`src/rtl/memory_stage.sv`:
```
// Pipeline MEM stage: aligned data-memory requests over ready/valid, load extension,
// MEM-stage forwarding and the MEM/WB pipeline register.
module memory_stage #(
  parameter int unsigned ADDR_WIDTH = 64,
  parameter int unsigned DATA_WIDTH = 64,
  parameter int unsigned REG_ADDR_W = 5
) (
  input  logic                  i_clk,
  input  logic                  i_arst,
  input  logic [2:0]            i_result_src,
  input  logic                  i_mem_we,
  input  logic                  i_reg_we,
  input  logic                  i_mem_access,
  input  logic [2:0]            i_func3,
  input  logic [ADDR_WIDTH-1:0] i_pc_plus4,
  input  logic [ADDR_WIDTH-1:0] i_pc_target,
  input  logic [DATA_WIDTH-1:0] i_imm_ext,
  input  logic [DATA_WIDTH-1:0] i_alu_result,
  input  logic [DATA_WIDTH-1:0] i_write_data,
  input  logic [1:0]            i_forward_src,
  input  logic [REG_ADDR_W-1:0] i_rd_addr,
  output logic                  o_dmem_req,
  output logic                  o_dmem_we,
  output logic [ADDR_WIDTH-1:0] o_dmem_addr,
  output logic [DATA_WIDTH-1:0] o_dmem_wdata,
  output logic [7:0]            o_dmem_be,
  input  logic                  i_dmem_ready,
  input  logic                  i_dmem_rvalid,
  input  logic [DATA_WIDTH-1:0] i_dmem_rdata,
  output logic                  o_stall_mem,
  output logic                  o_misaligned,
  output logic [DATA_WIDTH-1:0] o_forward_value,
  output logic [2:0]            o_result_src,
  output logic                  o_reg_we,
  output logic [REG_ADDR_W-1:0] o_rd_addr,
  output logic [ADDR_WIDTH-1:0] o_pc_plus4,
  output logic [ADDR_WIDTH-1:0] o_pc_target,
  output logic [DATA_WIDTH-1:0] o_imm_ext,
  output logic [DATA_WIDTH-1:0] o_alu_result,
  output logic [DATA_WIDTH-1:0] o_read_data
);

  localparam int unsigned OFF_W = 3;

  typedef enum logic [1:0] {IDLE, REQ, WAIT_RD} state_t;

  state_t                state, state_next;
  logic [OFF_W-1:0]      off;
  logic [5:0]            lane_shift;
  logic                  misaligned;
  logic                  access_ok;
  logic                  is_load;
  logic [7:0]            base_be;
  logic [DATA_WIDTH-1:0] lane;
  logic [DATA_WIDTH-1:0] load_ext;

  assign off        = i_alu_result[OFF_W-1:0];
  assign lane_shift = {off, 3'b000};
  assign access_ok  = i_mem_access & ~misaligned;
  assign is_load    = access_ok & ~i_mem_we;

  // Size-dependent alignment check and byte-enable base pattern
  always_comb begin
    misaligned = 1'b0;
    base_be    = 8'hFF;
    case (i_func3[1:0])
      2'd0: begin misaligned = 1'b0;       base_be = 8'h01; end
      2'd1: begin misaligned = off[0];     base_be = 8'h03; end
      2'd2: begin misaligned = |off[1:0];  base_be = 8'h0F; end
      default: begin misaligned = |off;    base_be = 8'hFF; end
    endcase
  end

  // Upstream is frozen by o_stall_mem, so the EX/MEM inputs hold address/data stable in REQ/WAIT_RD
  assign o_dmem_addr  = ADDR_WIDTH'({i_alu_result[DATA_WIDTH-1:OFF_W], OFF_W'(0)});
  assign o_dmem_be    = base_be << off;
  assign o_dmem_wdata = i_write_data << lane_shift;
  assign o_dmem_we    = o_dmem_req & i_mem_we;
  assign o_misaligned = (state == IDLE) & i_mem_access & misaligned;

  always_ff @(posedge i_clk) begin
    if (i_arst) state <= IDLE;
    else        state <= state_next;
  end

  always_comb begin
    state_next  = state;
    o_dmem_req  = 1'b0;
    o_stall_mem = 1'b0;
    case (state)
      IDLE: begin
        o_dmem_req = access_ok;
        if (access_ok) begin
          if (!i_dmem_ready) begin
            o_stall_mem = 1'b1;
            state_next  = REQ;
          end else if (!i_mem_we) begin
            o_stall_mem = 1'b1;
            state_next  = WAIT_RD;
          end
        end
      end
      REQ: begin
        o_dmem_req  = 1'b1;
        o_stall_mem = ~(i_dmem_ready & i_mem_we);
        if (i_dmem_ready) state_next = i_mem_we ? IDLE : WAIT_RD;
      end
      WAIT_RD: begin
        o_stall_mem = ~i_dmem_rvalid;
        if (i_dmem_rvalid) state_next = IDLE;
      end
      default: state_next = IDLE;
    endcase
  end

  // Load lane select and extension; func3 3 and 7 both return the full dword
  assign lane = i_dmem_rdata >> lane_shift;
  always_comb begin
    load_ext = lane;
    case (i_func3)
      3'd0: load_ext = {{(DATA_WIDTH-8){lane[7]}}, lane[7:0]};
      3'd1: load_ext = {{(DATA_WIDTH-16){lane[15]}}, lane[15:0]};
      3'd2: load_ext = {{(DATA_WIDTH-32){lane[31]}}, lane[31:0]};
      3'd4: load_ext = {{(DATA_WIDTH-8){1'b0}}, lane[7:0]};
      3'd5: load_ext = {{(DATA_WIDTH-16){1'b0}}, lane[15:0]};
      3'd6: load_ext = {{(DATA_WIDTH-32){1'b0}}, lane[31:0]};
      default: load_ext = lane;
    endcase
  end

  always_comb begin
    o_forward_value = i_alu_result;
    case (i_forward_src)
      2'd0: o_forward_value = i_alu_result;
      2'd1: o_forward_value = DATA_WIDTH'(i_pc_plus4);
      2'd2: o_forward_value = i_imm_ext;
      default: o_forward_value = DATA_WIDTH'(i_pc_target);
    endcase
  end

  // MEM/WB register: bubble (reg_we cleared, fields held) while stalled
  always_ff @(posedge i_clk) begin
    if (i_arst) begin
      o_result_src <= '0;
      o_reg_we     <= 1'b0;
      o_rd_addr    <= '0;
      o_pc_plus4   <= '0;
      o_pc_target  <= '0;
      o_imm_ext    <= '0;
      o_alu_result <= '0;
      o_read_data  <= '0;
    end else if (!o_stall_mem) begin
      o_result_src <= i_result_src;
      o_reg_we     <= i_reg_we & ~o_misaligned;
      o_rd_addr    <= i_rd_addr;
      o_pc_plus4   <= i_pc_plus4;
      o_pc_target  <= i_pc_target;
      o_imm_ext    <= i_imm_ext;
      o_alu_result <= i_alu_result;
      o_read_data  <= is_load ? load_ext : '0;
    end else begin
      o_reg_we     <= 1'b0;
    end
  end

endmodule

```
`config.mk`:
```
export PLATFORM = sky130hd
export DESIGN_NAME = memory_stage
export DESIGN_NICKNAME = d
export VERILOG_FILES = /design/src/rtl/memory_stage.sv
export SDC_FILE = /design/constraint.sdc
export NUM_CORES = 1
export LEC_CHECK = 0
export ABC_AREA = 1
export CAP_MARGIN = 20
export CORE_AREA = 2 2 366 368
export CTS_BUF_LIST = sky130_fd_sc_hd__clkbuf_4 sky130_fd_sc_hd__clkbuf_8
export CTS_CLUSTER_DIAMETER = 150
export DETAILED_ROUTE_END_ITERATION = 6
export DIE_AREA = 0 0 368 370
export RECOVER_POWER = 25
export SLEW_MARGIN = 20
export SYNTH_ARGS = -nofsm -noshare
export SYNTH_HDL_FRONTEND = slang
export SYNTH_SLANG_ARGS = --single-unit
```
`constraint.sdc`:
```
create_clock -name i_clk -period 4.28 [get_ports i_clk]
set_input_delay 1.07 -clock i_clk [delete_from_list [all_inputs] [get_ports i_clk]]
set_output_delay 1.07 -clock i_clk [all_outputs]
set_load 0.1 [all_outputs]
```
; Word level (Yosys, flattened, before mapping)
; Index checks and enable logic that the tools add are counted.
[classes]
n_eq_ne = 15
muxes = 17
bitwise = 12
reduce_logical = 8
shifts = 3
[ops]
columns = cell, n
row1 = case mux 64 bit (6 select lines), 1
row2 = case mux 64 bit (3 select lines), 1
row3 = two-way mux 64 bit, 1
row4 = left shift 64 x 6 -> 64 bit, 1
row5 = >> shifter 64 x 6 -> 64 bit, 1
row6 = case mux 8 bit (3 select lines), 1
row7 = two-way mux 2 bit, 6
row8 = "== test 3 bit, second input constant", 3
row9 = left shift 8 x 3 -> 8 bit, 1
row10 = bitwise AND 1 bit, 7
row11 = "== test 2 x 1 -> 1 bit, second input constant", 3
row12 = "== test 2 bit, second input constant", 3
row13 = logical NOT 2 bit, 3
row14 = "!= test 2 bit, second input constant", 3
row15 = case mux 1 bit (3 select lines), 2
row16 = case mux 2 bit (3 select lines), 1
row17 = NOT 1 bit, 5
row18 = AND reduction 4 bit, 1
row19 = OR reduction 2 bit, 2
row20 = "== test 3 x 1 -> 1 bit, second input constant", 1
row21 = "== test 3 x 2 -> 1 bit, second input constant", 1
row22 = logical NOT 3 bit, 1
row23 = two-way mux 1 bit, 3
row24 = "!= test 3 bit, second input constant", 1
row25 = 2 further kinds, 2
[word_totals]
reg_bits = 331

; Longest topological paths before layout
; Gate-level depths: netlist (run 1).
[logic_depth]
word_depth = 7
depth_mapped = 13

; Worst setup path after synthesis (run 1)
; OpenSTA, ideal clock, no wires.
[synth_path]
path_kind = input to output
from = input port i_alu_result[1]
to = output port o_dmem_wdata[56]
required_time_ns = 3.210
n_path_buf = 4
slack_ns = -1.031
t_arrival_ns = 4.241
cell_stages = 7
path_cell_list = buf_4 > inv_2 > buf_2 > buf_1 > buf_1 > o21ai_0 > o21ai_0
[synth_via]
elab_chain_len = 1
[synth_lines]
columns = element, line_no
row1 = from (decl), 18  ; input logic [DATA_WIDTH-1:0] i_alu_result,
row2 = left shift 64 x 6 -> 64 bit, 77  ; assign o_dmem_wdata = i_write_data << lane_shift;
row3 = to (decl), 25  ; output logic [DATA_WIDTH-1:0] o_dmem_wdata,
; No other way between the ends.

; Final worst setup path (run 1)
[layout_path]
from = input port i_func3[0]
to = output port o_stall_mem
[layout_via]
elab_chain_len = 6
elab_cells_between_ends = 8
cone_classes = eq/ne: 2 / mux: 3 / bitwise: 2 / reduce/logical: 1
[layout_lines]
columns = element, line_no
row1 = from (decl), 14  ; input logic [2:0] i_func3,
row2 = == test 2 bit (tied with other cells), 66  ; case (i_func3[1:0])
row3 = case mux 1 bit (3 select lines) (*), 66
row4 = NOT 1 bit (*), 59  ; assign access_ok = i_mem_access & ~misaligned;
row5 = bitwise AND 1 bit (*), 59
row6 = two-way mux 1 bit (*), 93  ; if (access_ok) begin
row7 = case mux 1 bit (3 select lines) (*), 90  ; case (state)
row8 = to (decl), 30  ; output logic o_stall_mem,
; Every way passes the cells marked *; elsewhere a longest branch is shown, timed or not.

==> metrics.json, run 1 <==
{
  "hold_class": {"value": "flop to flop"},
  "postRouteAntennaNets": {"value": 0},
  "finalWirelength": {"value": 126900, "unit": "um"},
  "die_y": {"value": 370, "unit": "um"},
  "numClockSinks": {"value": 331},
  "timing.critical_path.arrival": {"value": 3.01, "unit": "ns"},
  "total_gr_overflow": {"value": 0},
  "layout_worst_path_cycle_share": {"value": 95.27, "unit": "%"},
  "grt_setup_unrepaired": {"value": "no"},
  "post-cts-setup-buffer-count": {"value": 0},
  "yosys_reg_bits": {"value": 331},
  "leakage": {"value": 12.16, "unit": "nW"},
  "number_of_cells_in_the_finished_layout_apart_from_fillers": {"value": 5308},
  "run_status": {"value": "finished with violations"},
  "netlist.area_leader.share": {"value": 38.78, "unit": "%"},
  "fin_util": {"value": 22.99, "unit": "%"},
  "pwr_density_cell": {"value": 458.6, "unit": "nW/um2"},
  "fp.coreArea": {"value": 132500, "unit": "um2"},
  "crit-reg2reg-launch": {"value": "state[1]"},
  "tritoncts": {"value": "done"},
  "timing.critical_path.from_type": {"value": "input port"},
  "slowest_stage": {"value": "clkdlybuf4s50_1"},
  "violations": {"value": "max-capacitance violations, max-slew violations"},
  "final_net_count": {"value": 3867},
  "die-area": {"value": 136200, "unit": "um2"},
  "die_width": {"value": 368, "unit": "um"},
  "dominant_register_cell_in_the_synthesized_netlist": {"value": "dfxtp_1"},
  "netlist-cell-type-count": {"value": 32},
  "drt-vias-per-instance": {"value": 4.158},
  "cap_violations": {"value": 25},
  "numPortBuffers": {"value": 933},
  "timing.hold.ws": {"value": 0.4654, "unit": "ns"},
  "power.total": {"value": 13.96, "unit": "mW"},
  "cts-htree-levels": {"value": 3},
  "io-pin-count": {"value": 937},
  "post_drt_wl_per_cell": {"value": 23.91, "unit": "um"},
  "hold_path.startpoint": {"value": "o_read_data[60]"},
  "synth_cells": {"value": 2653},
  "gp_routability_congestion": {"value": 0.9450},
  "crit_fanout": {"value": 32},
  "critical_path_launch_point": {"value": "i_func3[0]"},
  "max-slew-margin-rel": {"value": -16.04, "unit": "%"},
  "ctsLongestPathBuffers": {"value": 3},
  "fin_skew": {"value": 0.03694, "unit": "ns"},
  "cts_buffers": {"value": 70},
  "route.detailed.drc": {"value": 0},
  "hold_bufs_at_cts": {"value": 0},
  "post-place-cells": {"value": 5159},
  "synth_seq_area_share": {"value": 38.78, "unit": "%"},
  "ys_warn_count": {"value": 0},
  "std_cell_rows": {"value": 134},
  "ir_drop": {"value": 0.2947, "unit": "mV"},
  "critPathRequiredTime": {"value": 3.21, "unit": "ns"},
  "fmax": {"value": 0.2452, "unit": "GHz"},
  "vias_in_the_first_global_route": {"value": 20650},
  "cpPeakStageDelay": {"value": 0.65, "unit": "ns"},
  "worstSetupEndpointType": {"value": "output pin"},
  "finalHoldViolations": {"value": 0},
  "post_synth_main_area_contributors": {"value": "dfxtp_1 (39%), nand2_1 (14%), nor2_1 (13%)"},
  "grt_first_pass_wirelength": {"value": 169500, "unit": "um"},
  "final_period_minus_worst_setup_slack": {"value": 4.078, "unit": "ns"},
  "critPathMostFrequentCell": {"value": "nand2_1"},
  "track_usage": {"value": 17.74, "unit": "%"},
  "critical_path.cell_chain": {"value": "clkdlybuf4s50_1 -> nand2_1 -> inv_2 -> nor2_1 -> nand2_2 -> nand3_2 -> nand2_1 -> nand2_1 -> nand2_8 -> buf_12"},
  "worstSetupPathType": {"value": "input port to output pin"},
  "grt_antenna_before_repair": {"value": 37},
  "first_iter_violations": {"value": 1879},
  "post-dp-hpwl": {"value": 101900, "unit": "um"},
  "initial_utilization": {"value": 12.90, "unit": "%"},
  "synth-edff-count": {"value": 0},
  "synthToLayoutAreaGrowth": {"value": 78.17, "unit": "%"},
  "synth_most_common_cell": {"value": "nand2_1"},
  "setup_total_negative_slack": {"value": 0, "unit": "ns"},
  "maxSlewViolCount": {"value": 21},
  "max_slew.worst_pin.slew": {"value": 1.748, "unit": "ns"},
  "synth_largest_area_cell": {"value": "dfxtp_1"},
  "clock-root-buffer": {"value": "clkbuf_8"},
  "vias": {"value": 22070},
  "layout-drive-gt1-share": {"value": 12.51, "unit": "%"},
  "worstSkewPairLatency": {"value": 0.73, "unit": "ns"},
  "cts.reportedPaths.clkPinSlew": {"value": 0.05, "unit": "ns"},
  "drt-pass1-iter-count": {"value": 6},
  "cts_repair_resize_count": {"value": 0},
  "report.final.setup_viol": {"value": 0},
  "synth_top_cells_by_count": {"value": "nand2_1 (638), nor2_1 (582), o21ai_0 (370), dfxtp_1 (331), nand3_1 (111)"},
  "async_flop_share": {"value": 0, "unit": "%"},
  "synth_area": {"value": 17090, "unit": "um2"},
  "grt_start_max_net_pins": {"value": 122},
  "synthesis.area_per_instance": {"value": 6.441, "unit": "um2"}
}
-- layout by cell type (no fill, tap or decap), types with 2 or more instances in the layout --
master	count
buf_2	2
clkbuf_1	128
clkdlybuf4s50_1	651
nor2_1	553
o211ai_1	17
clkinv_2	14
conb_1	3
diode_2	23
nand2_1	639
or2_2	14
nor2_2	30
nand2_2	5
bufinv_16	8
a21oi_1	102
o21ai_2	23
nand4_1	65
buf_12	157
inv_12	3
clkbuf_4	15
o21ai_1	33
o2111ai_1	2
mux2i_1	21
clkbuf_8	84
inv_8	4
mux2i_2	2
o21ai_0	346
buf_4	63
nor2_4	3
buf_6	2
dfxtp_1	331
o22ai_1	8
inv_2	4
a22oi_1	12
nand3_1	111
inv_1	50
-- power by group --
group,switching [mW],internal [mW]
registers,0.151,3.36
clock network,1.74,2.44
logic,4.72,1.55
-- through the flow --
stage / area (um2) / worst slack, ns
global placement: 29240 / 0.2574
finish: 30450 / 0.2024
floorplan: 17260 / -0.7340
CTS: 30900 / 0.2431
detailed placement: 29240 / 0.2396
global route: 30400 / 0.08660
-- path summary, 6_finish.rpt --
| path | to | slack [ns] | cells after the start |
|---|---|---|---|
| min | o_read_data[60] | 0.47 | 2 |
| min reg2reg | o_read_data[60] | 0.47 | 2 |
| max | o_stall_mem | 0.20 | 10 |
| max reg2reg | o_imm_ext[5] | 1.28 | 9 |
-- flip-flops by register name (all words and copies together) (netlist names) --
name / count
o_pc_plus4: 64
o_result_src: 3
o_read_data: 64
o_rd_addr: 5
o_reg_we: 1
o_pc_target: 64
o_imm_ext: 64
state: 2
o_alu_result: 64
-- layout make-up --
class                      count  area [um2]
fill                       14830      102000
timing repair buffer        1004       10650
multi-input combinational   1996        8989
sequential                   331        6626
tap                         1768        2212
clock buffer                  99        1269
clock inverter                27       399.1
inverter                      60       244.0
antenna                       23       57.56
-- cells by family (layout without fill, tap and decap cells) --
group	Yosys count	after routing	share of synthesized area [%]
buffers and inverters	328	1190	9.774
other	1	26	0.02194
and+or+nand+nor	1424	1424	33.53
muxes	23	23	1.347
DFF	331	331	38.78
AOI/OAI and AO/OA	546	546	16.55
-- layer usage --
metal	up-vias	part of all wire (%)	global-route usage [%]
met5	-	0.13	0
met4	26	3.0	5.330
met3	192	10	6.968
met2	1076	45	28.19
met1	10510	41	21.99
li1	10270	-	-
-- worst max-delay path, delay by kind of cell --
family	cells	cell delay, ns
buf+inv	3	0.99
simple gates	7	0.93
(Power assumes the default switching activity.)
==> run 2: changes to the inputs <==
CORE_AREA = 2 2 370 372   (was 2 2 366 368)
CTS_CLUSTER_SIZE = 14   (was not set)
DIE_AREA = 0 0 372 374   (was 0 0 368 370)
==> run 2 against run 1 <==
The flow still finishes with violations (max-capacitance violations, max-slew violations); clock-buffer cell count shrank 66; utilization shrank 1.2 points; clock power shrank 51%; combinational power is essentially flat; die area grew 2.2%; critical path type unchanged.
==> metrics.json, run 2 (synthesized netlist as in run 1, its figures left out) <==
{
  "final_net_count": {"value": 3843},
  "hold_bufs_at_cts": {"value": 0},
  "die_y": {"value": 374, "unit": "um"},
  "final_period_minus_worst_setup_slack": {"value": 4.076, "unit": "ns"},
  "pwr_density_cell": {"value": 402.9, "unit": "nW/um2"},
  "post_drt_wl_per_cell": {"value": 25.27, "unit": "um"},
  "cts-htree-levels": {"value": 1},
  "tritoncts": {"value": "done"},
  "violations": {"value": "max-capacitance violations, max-slew violations"},
  "crit_fanout": {"value": 29},
  "max-slew-margin-rel": {"value": -16.62, "unit": "%"},
  "gp_routability_congestion": {"value": 0.9423},
  "clock-root-buffer": {"value": "clkbuf_8"},
  "numPortBuffers": {"value": 933},
  "placedInstanceArea": {"value": 29310, "unit": "um2"},
  "cts.reportedPaths.clkPinSlew": {"value": 0.09, "unit": "ns"},
  "layout-drive-gt1-share": {"value": 11.32, "unit": "%"},
  "final_common_cell": {"value": "clkdlybuf4s50_1"},
  "cts_buffers": {"value": 30},
  "fmax": {"value": 0.2453, "unit": "GHz"},
  "design_area": {"value": 29390, "unit": "um2"},
  "fp.coreArea": {"value": 135000, "unit": "um2"},
  "timing.critical_path.arrival": {"value": 3.01, "unit": "ns"},
  "vias": {"value": 21910},
  "hold_path.startpoint": {"value": "o_read_data[56]"},
  "leakage": {"value": 11.68, "unit": "nW"},
  "worstSetupEndpointType": {"value": "output pin"},
  "timing.hold.ws": {"value": 0.4699, "unit": "ns"},
  "fill_cells": {"value": 15140},
  "layout.cells.most_common_list": {"value": "clkdlybuf4s50_1 (641), nand2_1 (640), nor2_1 (554)"},
  "io-pin-count": {"value": 937},
  "worstSkewPairLatency": {"value": 0.72, "unit": "ns"},
  "worstSetupPathType": {"value": "input port to output pin"},
  "whs_path_depth": {"value": 2},
  "drt-pass1-iter-count": {"value": 5},
  "fin_skew": {"value": 0.02177, "unit": "ns"},
  "timing.critical_path.from_type": {"value": "input port"},
  "postRouteAntennaNets": {"value": 0},
  "cap_violations": {"value": 18},
  "die_width": {"value": 372, "unit": "um"},
  "ctsLongestPathBuffers": {"value": 3},
  "drt-vias-per-instance": {"value": 4.171},
  "first_iter_violations": {"value": 1678},
  "reg2reg_setup_slack": {"value": 1.50, "unit": "ns"},
  "slowest_stage": {"value": "clkdlybuf4s50_1"},
  "worst_r2r_path_depth": {"value": 8},
  "max_slew.worst_pin.slew": {"value": 1.757, "unit": "ns"},
  "pre_cts_ws": {"value": 0.1929, "unit": "ns"},
  "critPathRequiredTime": {"value": 3.21, "unit": "ns"},
  "r2r_end": {"value": "o_imm_ext[49]"},
  "std_cell_rows": {"value": 135},
  "post-dp-hpwl": {"value": 108500, "unit": "um"},
  "grt_antenna_before_repair": {"value": 62},
  "worst_hold_path.endpoint": {"value": "o_read_data[56]"},
  "grt_setup_unrepaired": {"value": "no"},
  "crit-reg2reg-launch": {"value": "state[1]"},
  "initial_utilization": {"value": 12.66, "unit": "%"},
  "numClockSinks": {"value": 331},
  "cpPeakStageDelay": {"value": 0.56, "unit": "ns"},
  "route.detailed.drc": {"value": 0},
  "timing.final.ws_setup": {"value": 0.2039, "unit": "ns"},
  "hold_class": {"value": "flop to flop"},
  "ir_drop": {"value": 0.2582, "unit": "mV"},
  "post-cts-setup-buffer-count": {"value": 0},
  "maxSlewViolCount": {"value": 14},
  "run_status": {"value": "finished with violations"},
  "grt_start_max_net_pins": {"value": 94},
  "report.final.setup_viol": {"value": 0},
  "finalWirelength": {"value": 132700, "unit": "um"},
  "synthToLayoutAreaGrowth": {"value": 71.99, "unit": "%"},
  "layout_worst_path_cycle_share": {"value": 95.24, "unit": "%"},
  "finalHoldViolations": {"value": 0},
  "vias_in_the_first_global_route": {"value": 20950},
  "total_gr_overflow": {"value": 0},
  "cts_repair_resize_count": {"value": 0},
  "die-area": {"value": 139100, "unit": "um2"},
  "grt_first_pass_wirelength": {"value": 176100, "unit": "um"},
  "critical_path_launch_point": {"value": "i_forward_src[0]"},
  "track_usage": {"value": 18.17, "unit": "%"},
  "critical_path.cell_chain": {"value": "clkdlybuf4s50_1 -> inv_1 -> nand2_1 -> clkinv_2 -> buf_12 -> nand2_1 -> nand4_1 -> buf_12"}
}
-- run 2: cell count changes in the layout (fill, tap and decap cells not counted), moves of 2 or more --
| cell | before | now |
|---|---|---|
| clkbuf_8 | 84 | 31 |
| buf_4 | 63 | 106 |
| clkbuf_1 | 128 | 112 |
| clkbuf_4 | 15 | 3 |
| clkdlybuf4s50_1 | 651 | 641 |
| clkinv_2 | 14 | 4 |
| bufinv_16 | 8 | 0 |
| o21ai_0 | 346 | 350 |
| o21ai_1 | 33 | 29 |
| buf_12 | 157 | 154 |
| inv_12 | 3 | 0 |
| buf_6 | 2 | 0 |
| clkbuf_2 | 1 | 3 |
| diode_2 | 23 | 25 |
-- run 2: stage by stage --
step           instances  setup TNS (ns)  total power [mW]  utilization, %
6_report            5252               0             11.84           21.78
5_1_grt             5235               0             12.28           21.75
4_1_cts             5227               0             12.08           22.09
3_5_place_dp        5188               0             9.962           21.72
3_3_place_gp        5188               0             9.954           21.72
2_1_floorplan       2655          -5.486             7.680               -
-- run 2: worst max-delay path: cells and delay by family --
family | cells | cell delay (ns)
buffers and inverters | 5 | 1.52
AND/OR/NAND/NOR | 3 | 0.36
-- run 2: worst max-delay path by stage --
stage / to / slack, ns / cells past startpoint
after CTS: o_forward_value[27] / 0.18 / 6
final: o_forward_value[55] / 0.20 / 8
after detailed placement: o_forward_value[27] / 0.19 / 6
after global placement: o_forward_value[49] / 0.20 / 8
after global routing: o_dmem_we / 0.08 / 10
after floorplan: o_dmem_wdata[32] / -0.73 / 5
-- run 2: where the power goes --
part           switching [mW]  internal [mW]  total, mW
combinational            4.74           1.56       6.29
sequential              0.150           3.36       3.51
clock                    1.35          0.694       2.04
-- run 2: final cells by class --
type / instances / area [um2] / area share (%)
repair buffers: 1020 / 10760 / 36.60
multi-input cells: 1996 / 8974 / 30.53
flip-flops and latches: 331 / 6626 / 22.55
well taps: 1781 / 2228 / 7.582
clock buffers: 33 / 441.7 / 1.503
inverters: 60 / 244.0 / 0.8301
diodes: 25 / 62.56 / 0.2129
clock inverters: 6 / 56.30 / 0.1916
-- run 2: per-layer routing --
layer  global-route usage, %  vias up  routed length [um]
met1                   21.87    10430               53570
met3                   6.290      196               13220
met5                       0        -                 242
met4                   5.896       36                4786
li1                        -    10160                   -
met2                   29.96     1077               60920
